## config.mk

```make
export PLATFORM = sky130hd
export DESIGN_NAME = uart_line_buffer
export DESIGN_NICKNAME = d
export VERILOG_FILES = /design/src/rtl/uart_line_buffer_pkg.sv /design/src/rtl/ulb_ram.sv /design/src/rtl/uart_line_buffer.sv
export SDC_FILE = /design/constraint.sdc
export NUM_CORES = 1
export LEC_CHECK = 0
export CORE_MARGIN = 1.5
export CORE_UTILIZATION = 45
export DETAILED_ROUTE_END_ITERATION = 16
export MAX_ROUTING_LAYER = met4
export PLACE_DENSITY_LB_ADDON = 0.2
export SETUP_SLACK_MARGIN = 0.2
export SYNTH_ARGS = -nofsm -noshare
export SYNTH_HDL_FRONTEND = slang
export SYNTH_SLANG_ARGS = --single-unit
```

## constraint.sdc

```tcl
create_clock -name clk -period 6.42 [get_ports clk]
set_input_delay 1.284 -clock clk [delete_from_list [all_inputs] [get_ports clk]]
set_output_delay 1.284 -clock clk [all_outputs]
set_load 0.03 [all_outputs]
```

## src/rtl/uart_line_buffer_pkg.sv

```systemverilog
// uart_line_buffer_pkg: register map, bit positions, FSM states and default terminator shared by the line buffer
package uart_line_buffer_pkg;
    localparam logic [1:0] ULB_STATUS = 2'd0;
    localparam logic [1:0] ULB_DATA   = 2'd1;
    localparam logic [1:0] ULB_CTRL   = 2'd2;
    localparam int ST_AVAIL     = 0;
    localparam int ST_OVF       = 1;
    localparam int ST_ECHO_DROP = 2;
    localparam int ST_LC_LSB    = 8;
    localparam int CTRL_CLR     = 0;
    localparam int CTRL_FLUSH   = 1;
    localparam logic [7:0] ULB_TERM_CHAR = 8'd13;
    typedef enum logic [1:0] {IDLE, COLLECT, DISCARD} state_t;
endpackage

```

## src/rtl/ulb_ram.sv

```systemverilog
// ulb_ram: 2^ADDR_W x 8 line storage, synchronous write port and asynchronous read port
module ulb_ram #(
    parameter int ADDR_W = 6
) (
    input  logic              clk,
    input  logic              i_we,
    input  logic [ADDR_W-1:0] i_waddr,
    input  logic [7:0]        i_wdata,
    input  logic [ADDR_W-1:0] i_raddr,
    output logic [7:0]        o_rdata
);
    logic [7:0] r_mem [2**ADDR_W];
    // store each accepted receive byte
    always_ff @(posedge clk)
        if (i_we) r_mem[i_waddr] <= i_wdata;
    assign o_rdata = r_mem[i_raddr];
endmodule

```

## src/rtl/uart_line_buffer.sv

```systemverilog
// uart_line_buffer: commits UART bytes to the CPU a whole line at a time; optional echo via UART_LINE_BUFFER_ECHO_EN
module uart_line_buffer
    import uart_line_buffer_pkg::*;
#(
    parameter int         ADDR_W    = 6,
    parameter logic [7:0] TERM_CHAR = ULB_TERM_CHAR,
    parameter int         DATA_W    = 32
) (
    input  logic                clk,
    input  logic                reset,
    input  logic                valid,
    input  logic [1:0]          address,
    input  logic [DATA_W-1:0]   wdata,
    input  logic [DATA_W/8-1:0] wstrb,
    output logic [DATA_W-1:0]   rdata,
    output logic                ready,
    input  logic [7:0]          rx_data,
    input  logic                rx_valid,
    output logic [7:0]          tx_data,
    output logic                tx_valid,
    input  logic                tx_ready
);
    localparam int PW = ADDR_W + 1;
    localparam logic [PW-1:0] DEPTH = PW'(1) << ADDR_W;

    state_t            r_state, w_next_state;
    logic [PW-1:0]     r_wr_ptr, r_line_start, r_rd_ptr, r_line_count;
    logic              r_overflow, r_ready;
    logic [DATA_W-1:0] r_rdata, w_status, w_rd_val;
    logic [7:0]        w_ram_q;
    logic              w_full, w_is_term, w_accept, w_write_req, w_flush, w_clr;
    logic              w_avail, w_pop, w_pop_term, w_rx, w_we, w_ovf, w_commit;
    logic              w_echo_drop, w_unused;

    ulb_ram #(.ADDR_W(ADDR_W)) u_ram (
        .clk     (clk),
        .i_we    (w_we),
        .i_waddr (r_wr_ptr[ADDR_W-1:0]),
        .i_wdata (rx_data),
        .i_raddr (r_rd_ptr[ADDR_W-1:0]),
        .o_rdata (w_ram_q)
    );

    assign w_full      = (r_wr_ptr - r_rd_ptr) == DEPTH;
    assign w_is_term   = rx_data == TERM_CHAR;
    assign w_accept    = valid && !r_ready;
    assign w_write_req = |wstrb;
    assign w_flush     = w_accept && w_write_req && address == ULB_CTRL && wdata[CTRL_FLUSH];
    assign w_clr       = w_accept && w_write_req && address == ULB_CTRL && wdata[CTRL_CLR];
    assign w_avail     = r_rd_ptr != r_line_start;
    assign w_pop       = w_accept && !w_write_req && address == ULB_DATA && w_avail;
    assign w_pop_term  = w_pop && w_ram_q == TERM_CHAR;
    assign w_rx        = rx_valid && !w_flush;
    assign w_ovf       = w_rx && w_full;
    assign w_we        = w_rx && !w_full && r_state != DISCARD;
    assign w_commit    = w_we && w_is_term;

    // next line-assembly state: a terminator always ends the line, overflow drops the rest of it
    always_comb begin
        w_next_state = r_state;
        if (w_flush)
            w_next_state = IDLE;
        else if (w_rx)
            w_next_state = w_is_term ? IDLE : (w_ovf || r_state == DISCARD) ? DISCARD : COLLECT;
    end

    // read mux: STATUS fields and DATA pop value; writes and unmapped addresses read 0
    always_comb begin
        w_status = '0;
        w_status[ST_AVAIL] = w_avail;
        w_status[ST_OVF] = r_overflow;
        w_status[ST_ECHO_DROP] = w_echo_drop;
        w_status[ST_LC_LSB +: PW] = r_line_count;
        w_rd_val = w_write_req ? '0 :
                   address == ULB_STATUS ? w_status :
                   address == ULB_DATA && w_avail ? {{(DATA_W-9){1'b0}}, 1'b1, w_ram_q} : '0;
    end

    // FSM state, FIFO pointers, line counter and sticky overflow
    always_ff @(posedge clk or posedge reset) begin
        if (reset) begin
            r_state      <= IDLE;
            r_wr_ptr     <= '0;
            r_line_start <= '0;
            r_rd_ptr     <= '0;
            r_line_count <= '0;
            r_overflow   <= 1'b0;
        end else begin
            r_state <= w_next_state;
            if (w_flush) begin
                r_wr_ptr     <= '0;
                r_line_start <= '0;
                r_rd_ptr     <= '0;
                r_line_count <= '0;
            end else begin
                if (w_ovf)
                    r_wr_ptr <= r_line_start;
                else if (w_we)
                    r_wr_ptr <= r_wr_ptr + 1'b1;
                if (w_commit)
                    r_line_start <= r_wr_ptr + 1'b1;
                if (w_pop)
                    r_rd_ptr <= r_rd_ptr + 1'b1;
                r_line_count <= r_line_count + PW'(w_commit) - PW'(w_pop_term);
            end
            r_overflow <= w_ovf ? 1'b1 : w_clr ? 1'b0 : r_overflow;
        end
    end

    // one-cycle bus acknowledge with registered read data
    always_ff @(posedge clk or posedge reset) begin
        if (reset) begin
            r_ready <= 1'b0;
            r_rdata <= '0;
        end else begin
            r_ready <= w_accept;
            r_rdata <= w_accept ? w_rd_val : '0;
        end
    end

    assign ready = r_ready;
    assign rdata = r_rdata;

`ifdef UART_LINE_BUFFER_ECHO_EN
    logic       r_tx_valid, r_echo_drop;
    logic [7:0] r_tx_data;
    // single-entry echo holding register; a byte arriving while it is busy loses its echo
    always_ff @(posedge clk or posedge reset) begin
        if (reset) begin
            r_tx_valid  <= 1'b0;
            r_tx_data   <= '0;
            r_echo_drop <= 1'b0;
        end else begin
            if (w_we && !(r_tx_valid && !tx_ready)) begin
                r_tx_valid <= 1'b1;
                r_tx_data  <= rx_data;
            end else if (r_tx_valid && tx_ready)
                r_tx_valid <= 1'b0;
            r_echo_drop <= (w_we && r_tx_valid && !tx_ready) ? 1'b1 : w_clr ? 1'b0 : r_echo_drop;
        end
    end
    assign tx_valid    = r_tx_valid;
    assign tx_data     = r_tx_data;
    assign w_echo_drop = r_echo_drop;
    assign w_unused    = ^wdata[DATA_W-1:2];
`else
    assign tx_valid    = 1'b0;
    assign tx_data     = '0;
    assign w_echo_drop = 1'b0;
    assign w_unused    = ^{tx_ready, wdata[DATA_W-1:2]};
`endif
endmodule

```

# Word-level counts from Yosys, hierarchy flattened
# Memory sizes are Yosys's and may differ from the RTL's.
# Index checks and enable logic that the tools add are counted.
dict set report totals {
  regBits 47
  mem_bits_rw 512
  input_bits 51
  output_inout_bits 42
  elab_cells 69
  n_memories 1
}
dict set report op_classes {
  n_addsub 5
  eq_ne 8
  mux 20
  reduce_logical 27
}
# name words width read_ports rd_ports_with_merged_regs wr line
set memory_table {}
lappend memory_table {u_ram.r_mem 64 8 1 0 1 ulb_ram.sv:12} ;# logic [7:0] r_mem [2**ADDR_W];
# op n
set op_table {}
lappend op_table {{2-to-1 mux 7 bit} 8}
lappend op_table {{2-to-1 mux 15 bit} 3}
lappend op_table {{equality test 8 x 4 -> 1 bit (second input constant)} 2}
lappend op_table {{logical AND 1 bit} 15}
lappend op_table {{adder 7 x 1 -> 7 bit (second input constant)} 2}
lappend op_table {{2-to-1 mux 9 bit} 1}
lappend op_table {{2-to-1 mux 2 bit} 4}
lappend op_table {{nonzero test 2 bit} 4}
lappend op_table {{adder 7 x 1 -> 7 bit} 1}
lappend op_table {{equality test 7 bit (second input constant)} 1}
lappend op_table {{inequality test 7 bit} 1}
lappend op_table {{subtractor 7 x 1 -> 7 bit} 1}
lappend op_table {{subtractor 7 bit} 1}
lappend op_table {{equality test 2 bit (second input constant)} 2}
lappend op_table {{logical NOT 1 bit} 4}
lappend op_table {{2-to-1 mux 1 bit} 4}
lappend op_table {{OR reduction 4 bit} 1}
lappend op_table {{nonzero test 3 bit} 1}
lappend op_table {{equality test 2 x 1 -> 1 bit (second input constant)} 1}
lappend op_table {{logical NOT 2 bit} 1}
lappend op_table {{inequality test 2 bit (second input constant)} 1}
lappend op_table {{logical OR 1 bit} 1}

# Logic depth before layout (Yosys ltp)
# Gate-level depths: netlist of run 1.
dict set report logic_depth {
  word_depth 13
  depth_mapped 25
}

# Modules after synthesis
# A second synthesis of run 1 with hierarchy kept.
dict set report unflattened {
  cells_unflattened 1231
  area_unflattened_um2 22881.9
}
# mod instances cells_per_inst area_each_um2
set modules_own_cells {}
lappend modules_own_cells {ulb_ram 1 932 20006.7}
lappend modules_own_cells {uart_line_buffer 1 299 2875.3}

# Least setup slack after synthesis of run 1
# OpenSTA, ideal clock, no wires.
dict set report synth_path {
  path_kind {register -> register}
  start {register r_rd_ptr[1]}
  end {register r_line_count[6]}
  setup_ps 132
  arrival_time_ps 4428
  t_required_ps 6288
  setup_slack_ps 1860
  path_stages_with_launch 25
  n_path_buf 4
  path_cell_list {dfrtp_1 > buf_6 > clkbuf_8 > clkbuf_1 > inv_1 > ha_1 > nor2b_1 > o21ai_0 > a21oi_1 > or4_1 > a21o_1 > buf_2 > nand3_2 > ha_1 > inv_1 > ha_1 > inv_1 > fa_1 > nor2b_1 > o21ai_0 > nand2b_1 > a21o_1 > a21oi_1 > xnor2_1 > nor2_1}
}
dict set report synth_between {
  elab_chain_cells 9
}
# element line
set synth_rtl {}
lappend synth_rtl {{start: declaration} uart_line_buffer.sv:27} ;# logic [PW-1:0] r_wr_ptr, r_line_start, r_rd_ptr, r_line_count;
lappend synth_rtl {{start signal: assignment} uart_line_buffer.sv:103} ;# r_rd_ptr <= r_rd_ptr + 1'b1;
lappend synth_rtl {{subtractor 7 bit} uart_line_buffer.sv:44} ;# assign w_full = (r_wr_ptr - r_rd_ptr) == DEPTH;
lappend synth_rtl {{equality test 7 bit} uart_line_buffer.sv:44}
lappend synth_rtl {{logical NOT 1 bit} uart_line_buffer.sv:55} ;# assign w_we = w_rx && !w_full && r_state != DISCARD;
lappend synth_rtl {{logical AND 1 bit (2 in a row)} uart_line_buffer.sv:55}
lappend synth_rtl {{logical AND 1 bit} uart_line_buffer.sv:56} ;# assign w_commit = w_we && w_is_term;
lappend synth_rtl {{adder 7 x 1 -> 7 bit} uart_line_buffer.sv:104} ;# r_line_count <= r_line_count + PW'(w_commit) - PW'(w_pop_term);
lappend synth_rtl {{subtractor 7 x 1 -> 7 bit (*)} uart_line_buffer.sv:104}
lappend synth_rtl {{2-to-1 mux 7 bit (*)} uart_line_buffer.sv:90} ;# if (w_flush) begin
lappend synth_rtl {{end signal: assignment} uart_line_buffer.sv:104}
lappend synth_rtl {{end: declaration} uart_line_buffer.sv:27}
# Mark *: on every way between the ends. The rest lies on a longest branch, timed or not.
# A chain may end at the register's enable or synchronous reset.

# Final worst setup path of run 1
dict set report layout_path {
  start {register r_rd_ptr[3]}
  end {register r_line_count[6]}
}
# Same word-level chain as after synthesis.

==> flow_metrics.env, run 1 <==
export IMPL_chipWidth_um=229
export IMPL_power_static_leakage_uw=0.00849
export IMPL_grt_max_degree=66
export IMPL_tns_ns=0
export IMPL_clk_latency_ns=0.63
export IMPL_cts_resized_gates=0
export IMPL_unrepaired_setup_endpoints_after_global_routing="no"
export IMPL_synth_seq_cells=559
export IMPL_async_flop_share=0.0841
export IMPL_hold_viol_final=0
export IMPL_netlist_top_cells_area="edfxtp_1 67%, mux4_2 7.8%, dfrtp_1 5.1%, mux4_1 3.8%, mux2i_1 2.5%"
export IMPL_maxCapViolations=0
export IMPL_place_gp_congestion=0.864
export IMPL_slew_viol_final=0
export IMPL_gr_usage_all_layers=0.218
export IMPL_cts_made_buffers=57
export IMPL_drtIter0Drc=1096
export IMPL_fillers=4080
export IMPL_kind_of_end_point_of_the_critical_path="flip-flop"
export IMPL_post_cts_repair_setup_buffers=0
export IMPL_critPathLaunchType="flip-flop"
export IMPL_tcrit_tclk_final=0.802
export IMPL_synth_cells_most_frequent="512 x edfxtp_1, 100 x nor2_1, 80 x mux4_2"
export IMPL_routed_via_density=5.75
export IMPL_worstPathCellList="inv_12 > nor2_1 > buf_4 > a221oi_1 > nand2_1 > and3_2 > o21ai_0 > nor4b_2 > ha_1 > inv_1 > ha_1 > inv_1 > fa_1 > nor2b_1 > o21ai_0 > nand2b_1 > a21o_1 > a21oi_1 > xnor2_1 > nor2_1"
export IMPL_synth_avg_cell_area_sq_um=18.7
export IMPL_synth_top_area_share=0.670
export IMPL_mappedNetlistArea_sq_um=23000
export IMPL_hold_worst_slack_ns=0.460
export IMPL_cts_root_buf="clkbuf_16"
export IMPL_routed_wire_length_per_instance_um=26.6
export IMPL_finalClockSkew_ns=0.0249
export IMPL_vdd_drop_max_mv=0.231
export IMPL_clock_path_buffers=3
export IMPL_post_synth_top_count_cell="edfxtp_1"
export IMPL_initial_core_utilization=0.457
export IMPL_cellPowerDensity_nw_per_um2=341
export IMPL_synthToLayoutAreaGrowth_pct=12.6
export IMPL_num_vias=11750
export IMPL_run_status="finished, final reports clean"
export IMPL_clkTransAtPathRegs_ns=0.06
export IMPL_post_synth_edffs=512
export IMPL_drive_above_1_share=0.179
export IMPL_ys_warn_count=0
export IMPL_crit_type="flip-flop to flip-flop"
export IMPL_num_io_pins=93
export IMPL_worst_slew_pin_transition_ns=1.01
export IMPL_ctsHtreeMaxLevel=2
export IMPL_std_cell_rows=82
export IMPL_nets=1399
export IMPL_drtPass1Iterations=5
export IMPL_insertedDiodeCount=0
export IMPL_max_slew_margin=0.327
export IMPL_core_area_sq_um=50300
export IMPL_cell_taking_the_most_area_after_synthesis="edfxtp_1"
export IMPL_postCtsHoldBufs=0
export IMPL_clkSinkCount=559
export IMPL_critical_path_required_ns=6.93
export IMPL_ant_nets=0
export IMPL_die_height_um=229
export IMPL_critical_path_peak_fanout=19
export IMPL_critical_path_max_stage_delay_ns=0.88
export IMPL_antenna_found_initial=0
export IMPL_finalWirelength_um=54300
export IMPL_drt_drc_violations_left=0
export IMPL_hold_path_class="flip-flop to flip-flop"
export IMPL_detailed_place_hpwl_um=33800
export IMPL_dieArea_sq_um=52400
export IMPL_via_count_of_the_first_global_routing_pass=11943
export IMPL_wire_length_of_the_first_global_routing_pass_um=80600
export IMPL_fin_util=0.514
export IMPL_fmax_mhz=194
export IMPL_tritoncts="built"
export IMPL_globalRoute_totalOverflow=0
export IMPL_setup_viol=0
export IMPL_ys_seq_area_frac=0.721
export IMPL_slowest_stage="dfrtp_1"
export IMPL_io_buffer_count=35
export IMPL_critPathArrivalTime_ns=5.66
export IMPL_synth_lib_cells_used_distinct=68
export IMPL_finalCriticalPeriod_ns=5.15
export IMPL_ys_dominant_reg_cell="edfxtp_1"
export IMPL_post_synth_inst_count=1228
[sequential cells by signal (all words and copies together) (netlist names)]
| register | flops |
|---|---|
| r_line_count | 7 |
| r_line_start | 7 |
| r_overflow | 1 |
| r_rd_ptr | 7 |
| r_state | 2 |
| r_wr_ptr | 7 |
| rdata | 15 |
| ready | 1 |
| u_ram.r_mem | 512 |
[routing by layer]
layer  vias up  GRT usage  part of all wire
met5         -          -                 0
met4         0     0.0829             0.032
met3        91     0.0292             0.052
met2       379      0.330              0.48
met1      6176      0.303              0.44
li1       5104          -                 -
[path summary, 6_finish.rpt]
check	cells after the start	startpoint	slack, ns	endpoint
worst max-delay path	20	r_rd_ptr[3]	1.27	r_line_count[6]
worst min-delay path	1	ready	0.46	ready
worst max register to register	20	r_rd_ptr[3]	1.27	r_line_count[6]
worst min register to register	1	ready	0.46	ready
max in group asynchronous	3	reset	4.83	r_rd_ptr[0]
min in group asynchronous	3	reset	1.12	rdata[10]
[worst max-delay path, delay by kind of cell, from the launching register on]
kind / cells / cell delay, ns
buffers and inverters: 4 / 0.65
AO/OA/AOI/OAI: 5 / 0.59
flip-flops: 1 / 0.88
AND/OR/NAND/NOR: 7 / 1.87
adder cells (fa/ha/maj): 3 / 0.84
XOR/XNOR: 1 / 0.16
[final cells by class]
type	count	area [sq um]	area share
timing repair buffer	103	858	0.0332
clock inverter	19	216	0.00837
tap	672	841	0.0325
sequential	559	16600	0.640
multi-input combinational	590	5730	0.222
inverter	21	91.3	0.00353
clock buffer	80	1560	0.0605
[cells by family (layout without fill, tap and decap cells)]
group / after synthesis / count (layout) / synth area share
buffers and inverters: 104 / 223 / 0.0336
AOI/OAI and AO/OA: 117 / 117 / 0.0364
adders and majority gates: 16 / 16 / 0.00904
other: 1 / 26 / 0.000163
xor gates and xnor gates: 26 / 26 / 0.00992
muxes: 173 / 173 / 0.142
and+or+nand+nor: 232 / 232 / 0.0476
DFF: 559 / 559 / 0.721
[layout by cell type (no fill, tap or decap), types with 23 or more instances in the layout]
cell,instances
edfxtp_1,512
nor2_1,100
mux4_2,80
buf_4,65
mux2i_1,58
clkbuf_16,58
nand2_1,48
dfrtp_1,45
mux4_1,33
clkdlybuf4s50_1,27
conb_1,26
a21oi_1,23
[report_power, final]
part           switching (uW)  total (uW)  internal (uW)
Sequential                126        4240           4110
Combinational             835        1390            552
Clock                    1360        3200           1850
[stage by stage]
step | power (uW) | std cells | setup WS [ns] | instance area (sq um)
floorplan | 5230 | 1253 | 1.86 | 23100
global placement | 5690 | 1945 | 0.943 | 24100
detailed placement | 5710 | 1945 | 0.901 | 24100
CTS | 8900 | 2044 | 1.23 | 25900
global route | 9150 | 2044 | 0.797 | 25900
finish | 8830 | 2044 | 1.27 | 25900
Power figures use the tool's default switching activity.
==> run 2, diff against run 1 <==
Clock period 6.42 ns to 4.6 ns, I/O delays scaled along.
==> flow_metrics.env, run 2 (synthesis results as in run 1) <==
export IMPL_run_status="finished, final reports clean"
export IMPL_drtIter0Drc=1112
export IMPL_place_gp_congestion=0.836
export IMPL_worst_slew_pin_transition_ns=1.02
export IMPL_vdd_drop_max_mv=0.301
export IMPL_drtPass1Iterations=7
export IMPL_tns_ns=0
export IMPL_cts_made_buffers=56
export IMPL_ant_nets=0
export IMPL_max_slew_margin=0.319
export IMPL_initial_core_utilization=0.457
export IMPL_io_buffer_count=35
export IMPL_fin_util=0.548
export IMPL_core_area_sq_um=50300
export IMPL_commonest_non_fill_non_tap_cells_in_the_layout="512 x edfxtp_1, 201 x buf_4, 98 x nor2_1"
export IMPL_clkSinkCount=559
export IMPL_critPathLaunchType="flip-flop"
export IMPL_synthToLayoutAreaGrowth_pct=20.0
export IMPL_final_setup_worst_slack_ns=0.222
export IMPL_routed_wire_length_per_instance_um=26.2
export IMPL_cellPowerDensity_nw_per_um2=471
export IMPL_drt_drc_violations_left=0
export IMPL_clock_path_buffers=3
export IMPL_unrepaired_setup_endpoints_after_global_routing="yes"
export IMPL_detailed_place_hpwl_um=36600
export IMPL_largest_register="u_ram.r_mem"
export IMPL_std_cell_rows=82
export IMPL_critical_path_required_ns=5.09
export IMPL_antenna_found_initial=2
export IMPL_hold_viol_final=0
export IMPL_ctsHtreeMaxLevel=2
export IMPL_slew_viol_final=0
export IMPL_nets=1559
export IMPL_fmax_mhz=228
export IMPL_chipWidth_um=229
export IMPL_globalRoute_totalOverflow=0
export IMPL_cts_root_buf="clkbuf_16"
export IMPL_clkTransAtPathRegs_ns=0.06
export IMPL_num_vias=12440
export IMPL_setup_viol=0
export IMPL_grt_max_degree=66
export IMPL_kind_of_end_point_of_the_critical_path="flip-flop"
export IMPL_post_route_cell_area_sq_um=27500
export IMPL_pre_cts_ws_ns=-0.241
export IMPL_crit_type="flip-flop to flip-flop"
export IMPL_drive_above_1_share=0.301
export IMPL_routed_via_density=5.64
export IMPL_finalCriticalPeriod_ns=4.38
export IMPL_maxCapViolations=0
export IMPL_mostFrequentLayoutCell="edfxtp_1"
export IMPL_power_static_leakage_uw=0.00943
export IMPL_dieArea_sq_um=52400
export IMPL_gr_usage_all_layers=0.230
export IMPL_placed_cell_area_sq_um=25100
export IMPL_hold_worst_slack_ns=0.444
export IMPL_hold_path_class="flip-flop to flip-flop"
export IMPL_critical_path_peak_fanout=6
export IMPL_tritoncts="built"
export IMPL_largest_reg_flops=512
export IMPL_finalClockSkew_ns=0.0216
export IMPL_critPathArrivalTime_ns=4.87
export IMPL_wire_length_of_the_first_global_routing_pass_um=84900
export IMPL_die_height_um=229
export IMPL_via_count_of_the_first_global_routing_pass=12463
export IMPL_finalWirelength_um=57800
export IMPL_clk_latency_ns=0.62
export IMPL_num_io_pins=93
export IMPL_tcrit_tclk_final=0.952
-- run 2: power breakdown --
group	total (uW)	switching, uW	internal, uW
logic	2580	1400	1180
clock network	4550	1930	2620
registers	5850	107	5740
total	13000	3440	9530
-- run 2: per-stage QoR --
stage | std cells | power [uW]
after global placement | 2066 | 8190
after CTS | 2191 | 13000
after detailed placement | 2066 | 8210
after global routing | 2206 | 13400
final | 2206 | 13000
after floorplan | 1253 | 7300
-- run 2: metal layers --
metal	global-route usage	wire length, um	vias up
met1	0.307	24100	6411
met4	0.0798	2000	0
met2	0.356	27700	480
met5	-	0	-
met3	0.0460	4000	118
li1	-	-	5431
-- run 2: final timing paths --
path / start / end / slack [ns] / depth (start not counted)
worst max-delay path: r_rd_ptr[0] / r_line_count[2] / 0.22 / 25
worst min-delay path: ready / ready / 0.44 / 1
worst max register to register: r_rd_ptr[0] / r_line_count[2] / 0.22 / 25
worst min register to register: ready / ready / 0.44 / 1
max in group asynchronous: reset / r_rd_ptr[1] / 2.98 / 2
min in group asynchronous: reset / rdata[11] / 0.86 / 2
-- run 2: final cells by class --
| cell class | instances | area (sq um) |
|---|---|---|
| diodes | 1 | 2.50 |
| clock buffers | 63 | 1430 |
| clock inverters | 36 | 374 |
| fillers | 3942 | 22700 |
| inverters | 21 | 91.3 |
| multi-input cells | 590 | 5910 |
| flip-flops and latches | 559 | 16600 |
| well taps | 672 | 841 |
| repair buffers | 264 | 2350 |
-- run 2: critical path, cell delays in order, from the launching register on --
cell,delay [ns]
dfrtp_4,0.50
buf_6,0.15
buf_12,0.13
buf_16,0.14
buf_8,0.13
buf_6,0.11
mux4_2,0.46
a221o_1,0.33
a21oi_2,0.20
a21oi_2,0.06
buf_4,0.16
o21ai_4,0.20
nor4b_4,0.08
ha_1,0.28
inv_1,0.06
ha_2,0.17
inv_2,0.04
fa_2,0.35
nor2b_2,0.13
buf_4,0.12
buf_6,0.08
buf_6,0.08
buf_6,0.08
buf_6,0.08
buf_4,0.09
nor3_1,0.04
-- run 2: timing repair --
action / 4_1_cts / 5_1_grt
resized for setup: 47 / 27
gates cloned: 4 / 0
pin swaps: 14 / 13
hold buffers: 0 / 0
buffers inserted: 22 / 14
endpoints found under the hold margin: 0 / 0
setup endpoints to repair: 3 / 4
